**config.mk**
```make
export PLATFORM = sky130hd
export DESIGN_NAME = divider_display_flat
export DESIGN_NICKNAME = d
export VERILOG_FILES = /design/src/rtl/divider_display_if.sv /design/src/rtl/divider_display.sv /design/src/flat_wrapper.sv
export SDC_FILE = /design/constraint.sdc
export NUM_CORES = 1
export LEC_CHECK = 0
export CAP_MARGIN = 0
export CORE_MARGIN = 2
export CORE_UTILIZATION = 30
export CTS_CLUSTER_SIZE = 14
export DETAILED_ROUTE_END_ITERATION = 16
export SYNTH_ARGS = -nofsm -noshare
export SYNTH_HDL_FRONTEND = slang
export SYNTH_SLANG_ARGS = --single-unit
export TNS_END_PERCENT = 10
```
**constraint.sdc**
```tcl
create_clock -name clk -period 4.85 [get_ports clk]
set_input_delay 0.97 -clock clk [delete_from_list [all_inputs] [get_ports clk]]
set_output_delay 0.97 -clock clk [all_outputs]
set_load 0.02 [all_outputs]
```
**src/rtl/divider_display_if.sv**
```systemverilog
// Result bus from the 4-bit divider into the display stage.
// The divider drives; the display only samples.
interface divider_display_if;
  logic       done;
  logic [3:0] quotient;
  logic [3:0] remainder;
  logic       error;

  modport master (
    output done, quotient, remainder, error
  );
  modport slave (
    input done, quotient, remainder, error
  );
endinterface

```
**src/rtl/divider_display.sv**
```systemverilog
// Captures divider results on done rising edges and scans them
// onto four common-anode 7-segment digits (q left, r right).
module divider_display #(
  parameter int SCAN_DIV = 100000
) (
  input  logic                clk,
  input  logic                rst,
  divider_display_if.slave    div,
  output logic [3:0]          an,
  output logic [6:0]          seg,
  output logic                result_valid,
  output logic                err_led
);

  localparam int PW = $clog2(SCAN_DIV);
  localparam logic [PW-1:0] PRE_MAX = PW'(SCAN_DIV - 1);

  localparam logic [6:0] SEG_E     = 7'b0000110;
  localparam logic [6:0] SEG_R     = 7'b0101111;
  localparam logic [6:0] SEG_DASH  = 7'b0111111;
  localparam logic [6:0] SEG_BLANK = 7'b1111111;

  logic [PW-1:0] pre_q, pre_d;
  logic [1:0]    slot_q, slot_d;
  logic          done_q, done_d;
  logic [3:0]    quo_q, quo_d;
  logic [3:0]    rem_q, rem_d;
  logic          err_q, err_d;
  logic          have_q, have_d;
  logic [3:0]    an_q, an_d;
  logic [6:0]    seg_q, seg_d;

  logic [3:0]    val;
  logic          big;
  logic [3:0]    ones;

  function automatic logic [6:0] dec(input logic [3:0] d);
    logic [6:0] s;
    case (d)
      4'd0:    s = 7'b1000000;
      4'd1:    s = 7'b1111001;
      4'd2:    s = 7'b0100100;
      4'd3:    s = 7'b0110000;
      4'd4:    s = 7'b0011001;
      4'd5:    s = 7'b0010010;
      4'd6:    s = 7'b0000010;
      4'd7:    s = 7'b1111000;
      4'd8:    s = 7'b0000000;
      4'd9:    s = 7'b0010000;
      default: s = SEG_BLANK;
    endcase
    return s;
  endfunction

  always_comb begin
    pre_d  = pre_q;
    slot_d = slot_q;
    done_d = div.done;
    quo_d  = quo_q;
    rem_d  = rem_q;
    err_d  = err_q;
    have_d = have_q;

    if (pre_q == PRE_MAX) begin
      pre_d  = '0;
      slot_d = slot_q + 2'd1;
    end else begin
      pre_d  = pre_q + 1'b1;
    end

    if (div.done && !done_q) begin
      quo_d  = div.quotient;
      rem_d  = div.remainder;
      err_d  = div.error;
      have_d = 1'b1;
    end

    // Odd slots hold tens digits, slots 3/2 hold the quotient.
    val  = slot_q[1] ? quo_q : rem_q;
    big  = (val >= 4'd10);
    ones = big ? (val - 4'd10) : val;

    an_d = ~(4'b0001 << slot_q);

    if (!have_q) begin
      seg_d = SEG_DASH;
    end else if (err_q) begin
      if (slot_q == 2'd3)
        seg_d = SEG_E;
      else if (slot_q == 2'd0)
        seg_d = SEG_BLANK;
      else
        seg_d = SEG_R;
    end else if (slot_q[0]) begin
      seg_d = big ? dec(4'd1) : SEG_BLANK;
    end else begin
      seg_d = dec(ones);
    end
  end

  always_ff @(posedge clk) begin
    if (rst) begin
      pre_q  <= '0;
      slot_q <= 2'd0;
      done_q <= 1'b0;
      quo_q  <= 4'd0;
      rem_q  <= 4'd0;
      err_q  <= 1'b0;
      have_q <= 1'b0;
      an_q   <= 4'b1111;
      seg_q  <= SEG_BLANK;
    end else begin
      pre_q  <= pre_d;
      slot_q <= slot_d;
      done_q <= done_d;
      quo_q  <= quo_d;
      rem_q  <= rem_d;
      err_q  <= err_d;
      have_q <= have_d;
      an_q   <= an_d;
      seg_q  <= seg_d;
    end
  end

  assign an           = an_q;
  assign seg          = seg_q;
  assign result_valid = have_q;
  assign err_led      = err_q;

endmodule

```
**src/flat_wrapper.sv**
```systemverilog
// flat-port wrapper written by rule: the top's interface ports become plain ports
module divider_display_flat 
#(
  parameter int SCAN_DIV = 100000
)
  (clk, rst, an, seg, result_valid, err_led, div_done, div_quotient, div_remainder, div_error);
  divider_display_if div_i ();
  input  logic clk;
  input  logic rst;
  output logic [3:0] an;
  output logic [6:0] seg;
  output logic result_valid;
  output logic err_led;
  input wire logic [$bits(div_i.done)-1:0] div_done;
  input wire logic [$bits(div_i.quotient)-1:0] div_quotient;
  input wire logic [$bits(div_i.remainder)-1:0] div_remainder;
  input wire logic [$bits(div_i.error)-1:0] div_error;
  assign div_i.done = div_done;
  assign div_i.quotient = div_quotient;
  assign div_i.remainder = div_remainder;
  assign div_i.error = div_error;
  divider_display #(.SCAN_DIV(SCAN_DIV)) u_core (.clk(clk), .rst(rst), .div(div_i), .an(an), .seg(seg), .result_valid(result_valid), .err_led(err_led));
endmodule
```
# --- Yosys cells after proc, flatten, opt, wreduce, memory -nomap -nowiden ---
# Memories as Yosys holds them, arrays and structs flattened.
# Index checks and enable logic that the tools add are counted.
op_classes:
  n_shift: 1
  n_eq_ne: 2
  n_lt_le_gt_ge: 1
  muxes: 8
  reduce_logical: 5
  n_bitwise: 2
  n_addsub: 3
op_table:
  columns: ["op", "n"]
  rows:
  - ["2-to-1 mux 7 bit", 5]
  - ["adder 17 x 1 -> 17 bit (second input constant)", 1]
  - ["== test 17 bit (second input constant)", 1]
  - ["2-to-1 mux 4 bit", 2]
  - ["greater-or-equal comparator 4 bit (second input constant)", 1]
  - ["inverter 4 bit", 1]
  - ["OR reduction 2 bit", 2]
  - ["left shift 1 x 2 -> 4 bit (first input constant)", 1]
  - ["subtractor 4 bit (second input constant)", 1]
  - ["2-to-1 mux 3 bit", 1]
  - ["adder 2 x 1 -> 2 bit (second input constant)", 1]
  - ["== test 2 bit (second input constant)", 1]
  - ["zero test 2 bit", 1]
  - ["logical AND 1 bit", 1]
  - ["zero test 1 bit", 1]
  - ["inverter 1 bit", 1]
word_totals:
  mem_count: 1
  input_bits: 12
  mem_bits_ro: 112
  word_cells: 33
  output_inout_bits: 13
  register_bits: 41
mem_list:
  columns: ["name", "words", "width", "read_ports", "rd_ports_with_merged_regs", "wr", "line_no", "rtl"]
  rows:
  - ["(name not given)", 16, 7, 1, 0, 0, "divider_display.sv:39", "case (d)"]

# --- Logic depth before layout (Yosys ltp) ---
# Gate-level depths: netlist of run 1.
# An unclocked memory read counts as a cell.
logic_depth:
  word_depth: 7
  depth_mapped: 9
  mapped_depth_nobuf: 8

# --- Least setup slack after synthesis of run 1 ---
# OpenSTA, ideal clock, no wires.
synth_timing:
  path_kind: "register -> register"
  startpoint: "register u_core.slot_q[1]"
  endpoint: "register u_core.seg_q[4], in the netlist u_core.seg[4]"
  arrival_time_ns: 2.155
  synth_period_minus_slack_ns: 2.275
  path_stages_with_launch: 10
  n_path_buf: 2
  setup_slack_ns: 2.575
  path_cell_list: "dfxtp_1 -> buf_6 -> mux2_4 -> inv_1 -> ha_1 -> buf_2 -> a211oi_1 -> or3_1 -> o211ai_2 -> a211o_1"
synth_between:
  elab_chain_len: 6
synth_rtl:
  columns: ["item", "line_no", "rtl"]
  rows:
  - ["start, declared", "divider_display.sv:24", "logic [1:0] slot_q, slot_d;"]
  - ["start signal, assigned", "divider_display.sv:114", "slot_q <= slot_d;"]
  - ["2-to-1 mux 4 bit", "divider_display.sv:79", "val = slot_q[1] ? quo_q : rem_q;"]
  - ["subtractor 4 bit or greater-or-equal comparator 4 bit (tied branches)", "divider_display.sv:81, divider_display.sv:80", null]
  - ["2-to-1 mux 4 bit", "divider_display.sv:81", "ones = big ? (val - 4'd10) : val;"]
  - ["memory (16 x 7 bit)", null, null]
  - ["2-to-1 mux 7 bit", "divider_display.sv:94", "end else if (slot_q[0]) begin"]
  - ["2-to-1 mux 7 bit (*)", "divider_display.sv:87", "end else if (err_q) begin"]
  - ["end signal, assigned", "divider_display.sv:121", "seg_q <= seg_d;"]
  - ["end, declared", "divider_display.sv:31", "logic [6:0] seg_q, seg_d;"]
# Every way passes the cells marked *; elsewhere a longest branch is shown, timed or not.
# A chain may end at the register's enable or synchronous reset.

# --- Worst setup path after layout of run 1 ---
# Same ends and word-level chain as after synthesis.

==> results of run 1 <==
[area by class of cell]
type / instances / area [um2] / area share (%)
flip-flops and latches: 41 / 821 / 33.8
clock inverters: 3 / 65.1 / 2.68
repair buffers: 24 / 240 / 9.89
well taps: 77 / 96.3 / 3.96
multi-input cells: 173 / 1100 / 45.5
clock buffers: 5 / 68.8 / 2.83
inverters: 9 / 33.8 / 1.39
[per-layer routing]
layer / track usage [%] / routed length, um / vias to the layer above
met4: 5.19 / 53 / 0
met2: 17.0 / 1680 / 23
met3: 3.56 / 126 / 4
met1: 14.4 / 2020 / 712
li1: - / - / 832
met5: 0 / 0 / -
[logic make-up (layout without fill, tap and decap cells)]
family / after synthesis / count (layout) / synth area share (%)
XOR/XNOR: 16 / 16 / 6.92
AO/OA/AOI/OAI: 40 / 40 / 13.2
multiplexers: 5 / 5 / 3.21
AND/OR/NAND/NOR: 100 / 100 / 23.8
adder cells (fa/ha/maj): 12 / 12 / 7.42
flip-flops: 41 / 41 / 40.5
buffers and inverters: 19 / 41 / 4.88
[through the flow]
| stage | hold WS (ps) | cell area (um2) |
|---|---|---|
| after floorplan | 436 | 2020 |
| after global placement | 446 | 2300 |
| after detailed placement | 454 | 2300 |
| after CTS | 466 | 2430 |
| after global routing | 486 | 2430 |
| final | 462 | 2430 |
[sequential cells by signal (all words and copies together) (netlist names)]
| signal | flops |
|---|---|
| u_core.quo_q | 4 |
| u_core.an | 4 |
| u_core.rem_q | 4 |
| u_core.result_valid | 1 |
| u_core.err_led | 1 |
| u_core.seg | 7 |
| u_core.pre_q | 17 |
| u_core.done_q | 1 |
| u_core.slot_q | 2 |
[path summary, 6_finish.rpt]
kind                         start              end  slack, ps  cells after the start
hold / removal     u_core.rem_q[0]  u_core.rem_q[0]        460                      2
setup / recovery  u_core.slot_q[1]    u_core.seg[4]       2230                      7
hold reg to reg    u_core.rem_q[0]  u_core.rem_q[0]        460                      2
setup reg to reg  u_core.slot_q[1]    u_core.seg[4]       2230                      7
[Yosys cell counts, types with 3 or more instances]
| library cell | n | share of area (%) |
|---|---|---|
| dfxtp_1 | 41 | 41 |
| nor2_1 | 34 | 6.3 |
| nand2_1 | 27 | 5.0 |
| ha_1 | 12 | 7.4 |
| a21oi_1 | 11 | 2.7 |
| inv_1 | 9 | 1.7 |
| nand2b_1 | 9 | 2.8 |
| xor2_1 | 9 | 3.9 |
| xnor2_1 | 7 | 3.0 |
| and3_1 | 6 | 1.9 |
| nand3_1 | 6 | 1.5 |
| nand4_1 | 5 | 1.5 |
| o21ai_0 | 5 | 1.2 |
| clkbuf_1 | 4 | 0.74 |
| a31oi_1 | 3 | 0.93 |
| buf_6 | 3 | 1.7 |
| mux2_4 | 3 | 2.2 |
| nor2b_1 | 3 | 0.93 |
[power breakdown]
group,internal (uW),switching [uW],total [uW]
registers,348,9.20,357
clock network,204,118,323
logic,37.8,44.2,82.0
total,590,172,762
[worst max-delay path, stage by stage (launching register included)]
cell and delay (ps):
dfxtp_1 620, mux2_4 380, inv_1 160, ha_1 360, a211oi_1 410, or3_1 180
o211ai_2 90, a211o_1 310
==> results by stage, run 1 <==
Logic synthesis:
- For this run, the leading register cell type out of synthesis is dfxtp_1.
- After synthesis, the mean cell area works out to roughly 8.7 um2.
- The number of library cell types mapped by synthesis is 43.
- The number of enable flip-flop cells after synthesis is 0.
- The net count of the mapped netlist is 257.
- The mapped netlist covers a little over 2000 um2.
- The total of warnings raised by yosys is 0.
- For this run, the register share of the synthesized area comes to 40.5%.
- Synthesis inferred 41 register bits.
- The count of mapped cells out of synthesis is approximately 230.
- In the synthesized netlist the async set-or-reset flop fraction comes to 0%.

Hold path:
- The class of the worst hold path is register to register.

Power and ir drop:
- The total power after layout is between 700 and 800 uW.
- The worst voltage drop across the vdd grid is a little under 0.1 mV.
- Power spread over the standard cell area amounts to 313 nW/um2.
- The leakage power summed over all cells is a little over 0.0009 uW.

Die:
- The die height is ~86 um.
- After floorplanning, the core was sized to cover ~6400 um2.
- The I/O pin total is 25.
- The initialized floorplan defines 29 standard-cell rows.
- For this configuration, the core starts out at a cell density of 31.5%.
- In this run the horizontal extent of the chip is 86.1 um.
- The floorplan step defined a die boundary enclosing about 7400 um2.

Route:
- The first routing iteration left 83 violations.
- The DRC violation count after routing is 0.
- The count of nets left with antenna violations once routing finished came out at 0.
- The detailed-router iteration count before antenna repair is 4.
- The average via count per standard cell is ~4.7.
- The detailed router placed 1,571 vias in this run.
- Dividing the detail-routed wire length by the instance count gives between 10 and 15 um.
- The total wire length after detailed routing is approximately 3900 um.

Clock network:
- The clock network latency to the later pin of the worst-skew pair is approximately 290 ps.
- TritonCTS built the clock tree.
- The maximum count of clock buffers along a single path is 2.
- The number of buffers added for setup after CTS is 0.
- After clock tree synthesis, the clock-pin slew on the worst setup and hold paths is about 80 ps.
- Clock tree synthesis selected as its root buffer the cell clkbuf_8.
- In this run, post-CTS hold repair placed 0 buffers.
- The TritonCTS buffer count is 5.
- The number of gates given a new drive strength after cts is 0.
- The tree built by TritonCTS fans out to a little over 40 sinks.
- The deepest level of the CTS H-tree is 2.

Place:
- The routability congestion estimate from global placement is about 0.8.
- Once detailed placement completed, the half-perimeter wirelength came to 2780 um.
- The setup slack after placement is 2070 ps.
- The cell count after placement is between 300 and 400.
- The number of I/O port buffers is 24.

Cells and area:
- In the layout the commonest cells are dfxtp_1, nor2_1, nand2_1, clkdlybuf4s50_1, ha_1.
- Measured on the finished design, the core utilization comes to between 30% and 40%.
- The library cell used most frequently in the layout, excluding fill and tap cells, is dfxtp_1.
- For this run, the post-layout net count is between 200 and 300.
- The count of cells in the finished layout, fillers not included, comes to 332.
- The number of antenna diodes in the final layout is 0.
- In the final layout, the share of cells above drive strength 1 is under 10%.
- The number of fill cells in the layout is between 600 and 700.
- The area growth from synthesis to final layout is 20.0%.

Worst setup path:
- The required arrival time at the worst endpoint is approximately 5000 ps.
- Of all nets on the critical path, the largest fanout is 11.
- The critical path start-end classification is register to register.
- The startpoint class of the critical path is a register.
- For the worst setup path, the data arrival time is ~2800 ps.
- The worst setup path is captured at a register.

Global route:
- The via count of the first global-routing pass came to ~1,500.
- The global-route total usage across every layer is ~11%.
- The aggregate global routing overflow is 0.
- The number of antenna violations at the first check in global routing is 0.
- The first global-routing pass estimated approximately 6600 um of wire.
- Entering global routing, the biggest net connects 23 pins.

Timing:
- Static timing analysis puts the maximum clock frequency at roughly 380 MHz.
- The final count of pins violating max slew is 0.
- The relative slew slack is about 53%.
- Setup repair after global routing left no endpoint under its margin.
- The setup clock skew after layout is approximately 6.9 ps.
- Setup slack closes at between 2000 and 2500 ps.
- The number of setup violations in the final report is 0.
- The final hold violation count came to 0.
- The pin slew with the least headroom to its limit is between 700 and 800 ps.
- The share of the cycle needed by the critical path after routing is 54.0%.
- The sum of negative setup slack is 0 ps.
- The worst path needs ~2600 ps of the cycle, external delays included.

Outcome:
- The flow ran to the end, and the final reports show no timing, DRC or antenna violations.

Flow run:
- The number of maximum-capacitance constraint violations is 0.
Power figures use the tool's default switching activity.
==> run 2: changes to the inputs <==
==> constraint.sdc (replaced) <==
create_clock -name clk -period 2.5 [get_ports clk]
set_input_delay 0.5 -clock clk [delete_from_list [all_inputs] [get_ports clk]]
set_output_delay 0.5 -clock clk [all_outputs]
set_load 0.02 [all_outputs]
==> run 2 against run 1 <==
Critical path depth is the same. Global-route usage grew 0.74 points. Count of clock-buffer cells in the layout grew 2. Non-clock buffer count grew 3. Register-to-register slack lost 2000 ps. Cell count grew 0.60%. Via count grew 0.89%. Maximum frequency grew 16%. Design area shrank 0.62%. Utilization shrank 0.23 points. Clock skew shrank 0.53 ps. Clock power grew 38%. Critical endpoint unchanged.
==> results by stage, run 2 (synthesis gave the netlist of run 1 again) <==
Power and ir drop:
- The design draws between 1000 and 1500 uW.
- The leakage power summed over all cells is about 0.00092 uW.
- Net switching is 25.5% of the power.
- Internal power comes to ~970 uW.
- The clock network burns roughly 34% of the power.
- The analysis attributes to net switching a power of approximately 330 uW.
- Across the VDD grid, the largest voltage drop is roughly 0.17 mV.
- The proportion of power drawn by flip-flops and latches is a little over half.
- In this run, the combinational gates consume between 10% and 20% of the power.
- The power density relative to cell area is approximately 540 nW/um2.

Timing:
- The final count of pins violating max slew came to 0.
- Setup repair after global routing left no endpoint under its margin.
- The sum of negative setup slack is 0 ps.
- The relative slew slack is between 50 and 60%.
- Clock skew on the completed layout was measured at between 6 and 7 ps.
- The pin slew with the least headroom to its limit is ~690 ps.
- The clock period could shrink to approximately 2300 ps.
- The worst setup margin is ~240 ps.
- The fmax is around 440 MHz.
- The final critical path takes up between 90% and 100% of the cycle.
- The final hold violation count is 0.
- Setup violations remaining at the end of the flow were counted as 0.

Flow run:
- The number of maximum-capacitance constraint violations is 0.

Clock network:
- For this design, the CTS-stage hold fixing added 0 buffers.
- The clock tree root driver cell is clkbuf_8.
- The TritonCTS buffer count is 5.
- The clock sink count is 41.
- The clock network latency to the later pin of the worst-skew pair is about 300 ps.
- The H-tree generated during clock tree synthesis spans 2 levels.
- The number of gates given a new drive strength after cts is 0.
- The post-CTS clock slew at the launch and capture registers of the worst setup and hold paths is 80 ps.
- The number of buffers added for setup after CTS is 0.
- In this run the deepest clock path goes through 2 buffers.
- TritonCTS built the clock tree.

Worst setup path:
- The launch instance of the worst register-to-register path is u_core.slot_q[1].
- The required arrival time at the worst endpoint is between 2000 and 3000 ps.
- The critical path start-end classification is register to register.
- The critical-path cell with the highest stage delay is dfxtp_1.
- The worst register-to-register path has a depth of 7.
- The endpoint of the worst register-to-register path is u_core.seg[4].
- The worst-path maximum fanout is 6.
- Walking the worst path, the cells encountered are mux2_4 > inv_1 > ha_1 > a211oi_2 > or3_1 > o211ai_2 > a211o_1.
- The gate family responsible for the most delay along the worst path is compound AO/OA/AOI/OAI gates.
- Data arrives at the worst endpoint at roughly 2500 ps.
- The critical path capture point type is a register.
- The startpoint class of the critical path is a register.
- The count of buffering cells on the critical path with inverters included is 1.
- The worst stage delay on the critical path is ~500 ps.
- The slack of the worst reg-to-reg path is between 200 and 250 ps.

Cells and area:
- The layout has roughly 650 filler cells.
- In the final layout, flip-flops and latches occupy 821 um2.
- The post-layout utilization of the core is between 30% and 40%.
- The library cells used most frequently in the layout, excluding fill and tap cells, are dfxtp_1, nor2_1, nand2_1, clkdlybuf4s50_1, ha_1.
- Excluding fillers, the count of instances in the completed layout stands at about 330.
- The ratio of cells with drive above 1 in the final layout is about 7%.
- The register ranked first by flip-flop count is u_core.pre_q.
- The most common library cell in the layout ignoring fill and taps is dfxtp_1.
- The area of combinational cells with multiple inputs is between 1000 and 1500 um2.
- The repair_antennas step left the layout with diodes totalling 0.
- After the last flow step, the layout net total stands at 281.
- The area growth from synthesis to final layout is 19.3%.
- The register with the most flip-flops in the layout has 17 of them.

Die:
- The I/O pin total is 25.
- The effective utilization at floorplan is 31.5%.
- The region available for standard cell placement spans 6420 um2.
- The die height is approximately 86 um.
- The floorplan step defined a die boundary enclosing between 7000 and 8000 um2.
- Row generation in the floorplan step produced 29 rows.
- In this run the horizontal extent of the chip is 86.1 um.

Hold path:
- The beginning of the worst hold path is u_core.quo_q[0].
- The class of the worst hold path is register to register.
- The worst hold path passes through 2 cells.
- The destination of the worst hold path is u_core.quo_q[0].

Place:
- Before CTS, the worst setup slack after placement is 197 ps.
- After legalization and detailed placement, the total HPWL measured just under 3000 um.
- The number of I/O port buffers is 24.
- The routability congestion estimate from global placement is about 0.79.
- Including well taps, the total number of placed cells is approximately 330.

Route:
- The via count is 1,585.
- The total wire length after detailed routing is around 4100 um.
- The average via count per standard cell is 4.75.
- Dividing the detail-routed wire length by the instance count gives about 12 um.
- The first detailed-routing pass took 4 iterations.
- The count of nets left with antenna violations once routing finished came out at 0.
- The DRC violation count after routing is 0.
- The number of design-rule violations left by the first detailed-router iteration is ~120.

Global route:
- The largest net degree at the start of global routing is 17.
- For this run the aggregate overflow at the end of global routing stands at 0.
- The via count of the first global-routing pass is roughly 1,500.
- The first-pass GRT wire length is just under 7000 um.
- The global-route total usage across every layer is 11.9%.
- The number of antenna violations at the first check in global routing came to 0.

Outcome:
- The flow ran to the end, and the final reports show no timing, DRC or antenna violations.
==> run 2: worst max-delay path by stage <==
stage	startpoint	endpoint	slack, ps	cells after the start
3_3_place_gp	u_core.slot_q[1]	u_core.seg[4]	270	7
5_1_grt	u_core.slot_q[1]	u_core.seg[4]	70	7
4_1_cts	u_core.slot_q[1]	u_core.seg[4]	170	7
3_5_place_dp	u_core.slot_q[1]	u_core.seg[4]	200	7
2_1_floorplan	u_core.slot_q[1]	u_core.seg[4]	230	9
6_report	u_core.slot_q[1]	u_core.seg[4]	240	7
==> run 2: cell type report <==
| type | count | share of cell area [%] |
|---|---|---|
| clock buffers | 7 | 3.58 |
| inverters | 9 | 1.40 |
| multi-input cells | 173 | 46.2 |
| flip-flops and latches | 41 | 34.0 |
| well taps | 77 | 3.99 |
| repair buffers | 27 | 10.9 |
==> run 2: power groups by stage <==
stage	Sequential, uW	Clock (uW)	Combinational (uW)
final	693	445	166
after global routing	697	484	184
after CTS	692	454	164
after detailed placement	708	0	161
after global placement	708	0	161
after floorplan	715	0	96.3
==> run 2: stage by stage <==
| step | area, um2 | hold WS, ps |
|---|---|---|
| finish | 2410 | 457 |
| global route | 2410 | 486 |
| CTS | 2400 | 460 |
| detailed placement | 2320 | 450 |
| global placement | 2320 | 447 |
| floorplan | 2020 | 436 |
==> run 2: worst min-delay path: stages, from the launching register on <==
cell     delay, ps
dfxtp_1        310
nand2_1         50
a21oi_1         50
==> run 2: layer usage <==
metal | global-route usage [%] | share of wire [%] | vias to the layer above
li1 | - | - | 839
met3 | 3.95 | 5.3 | 7
met1 | 16.3 | 50 | 696
met4 | 4.91 | 2.2 | 0
met2 | 17.2 | 42 | 43
met5 | 0 | 0 | -
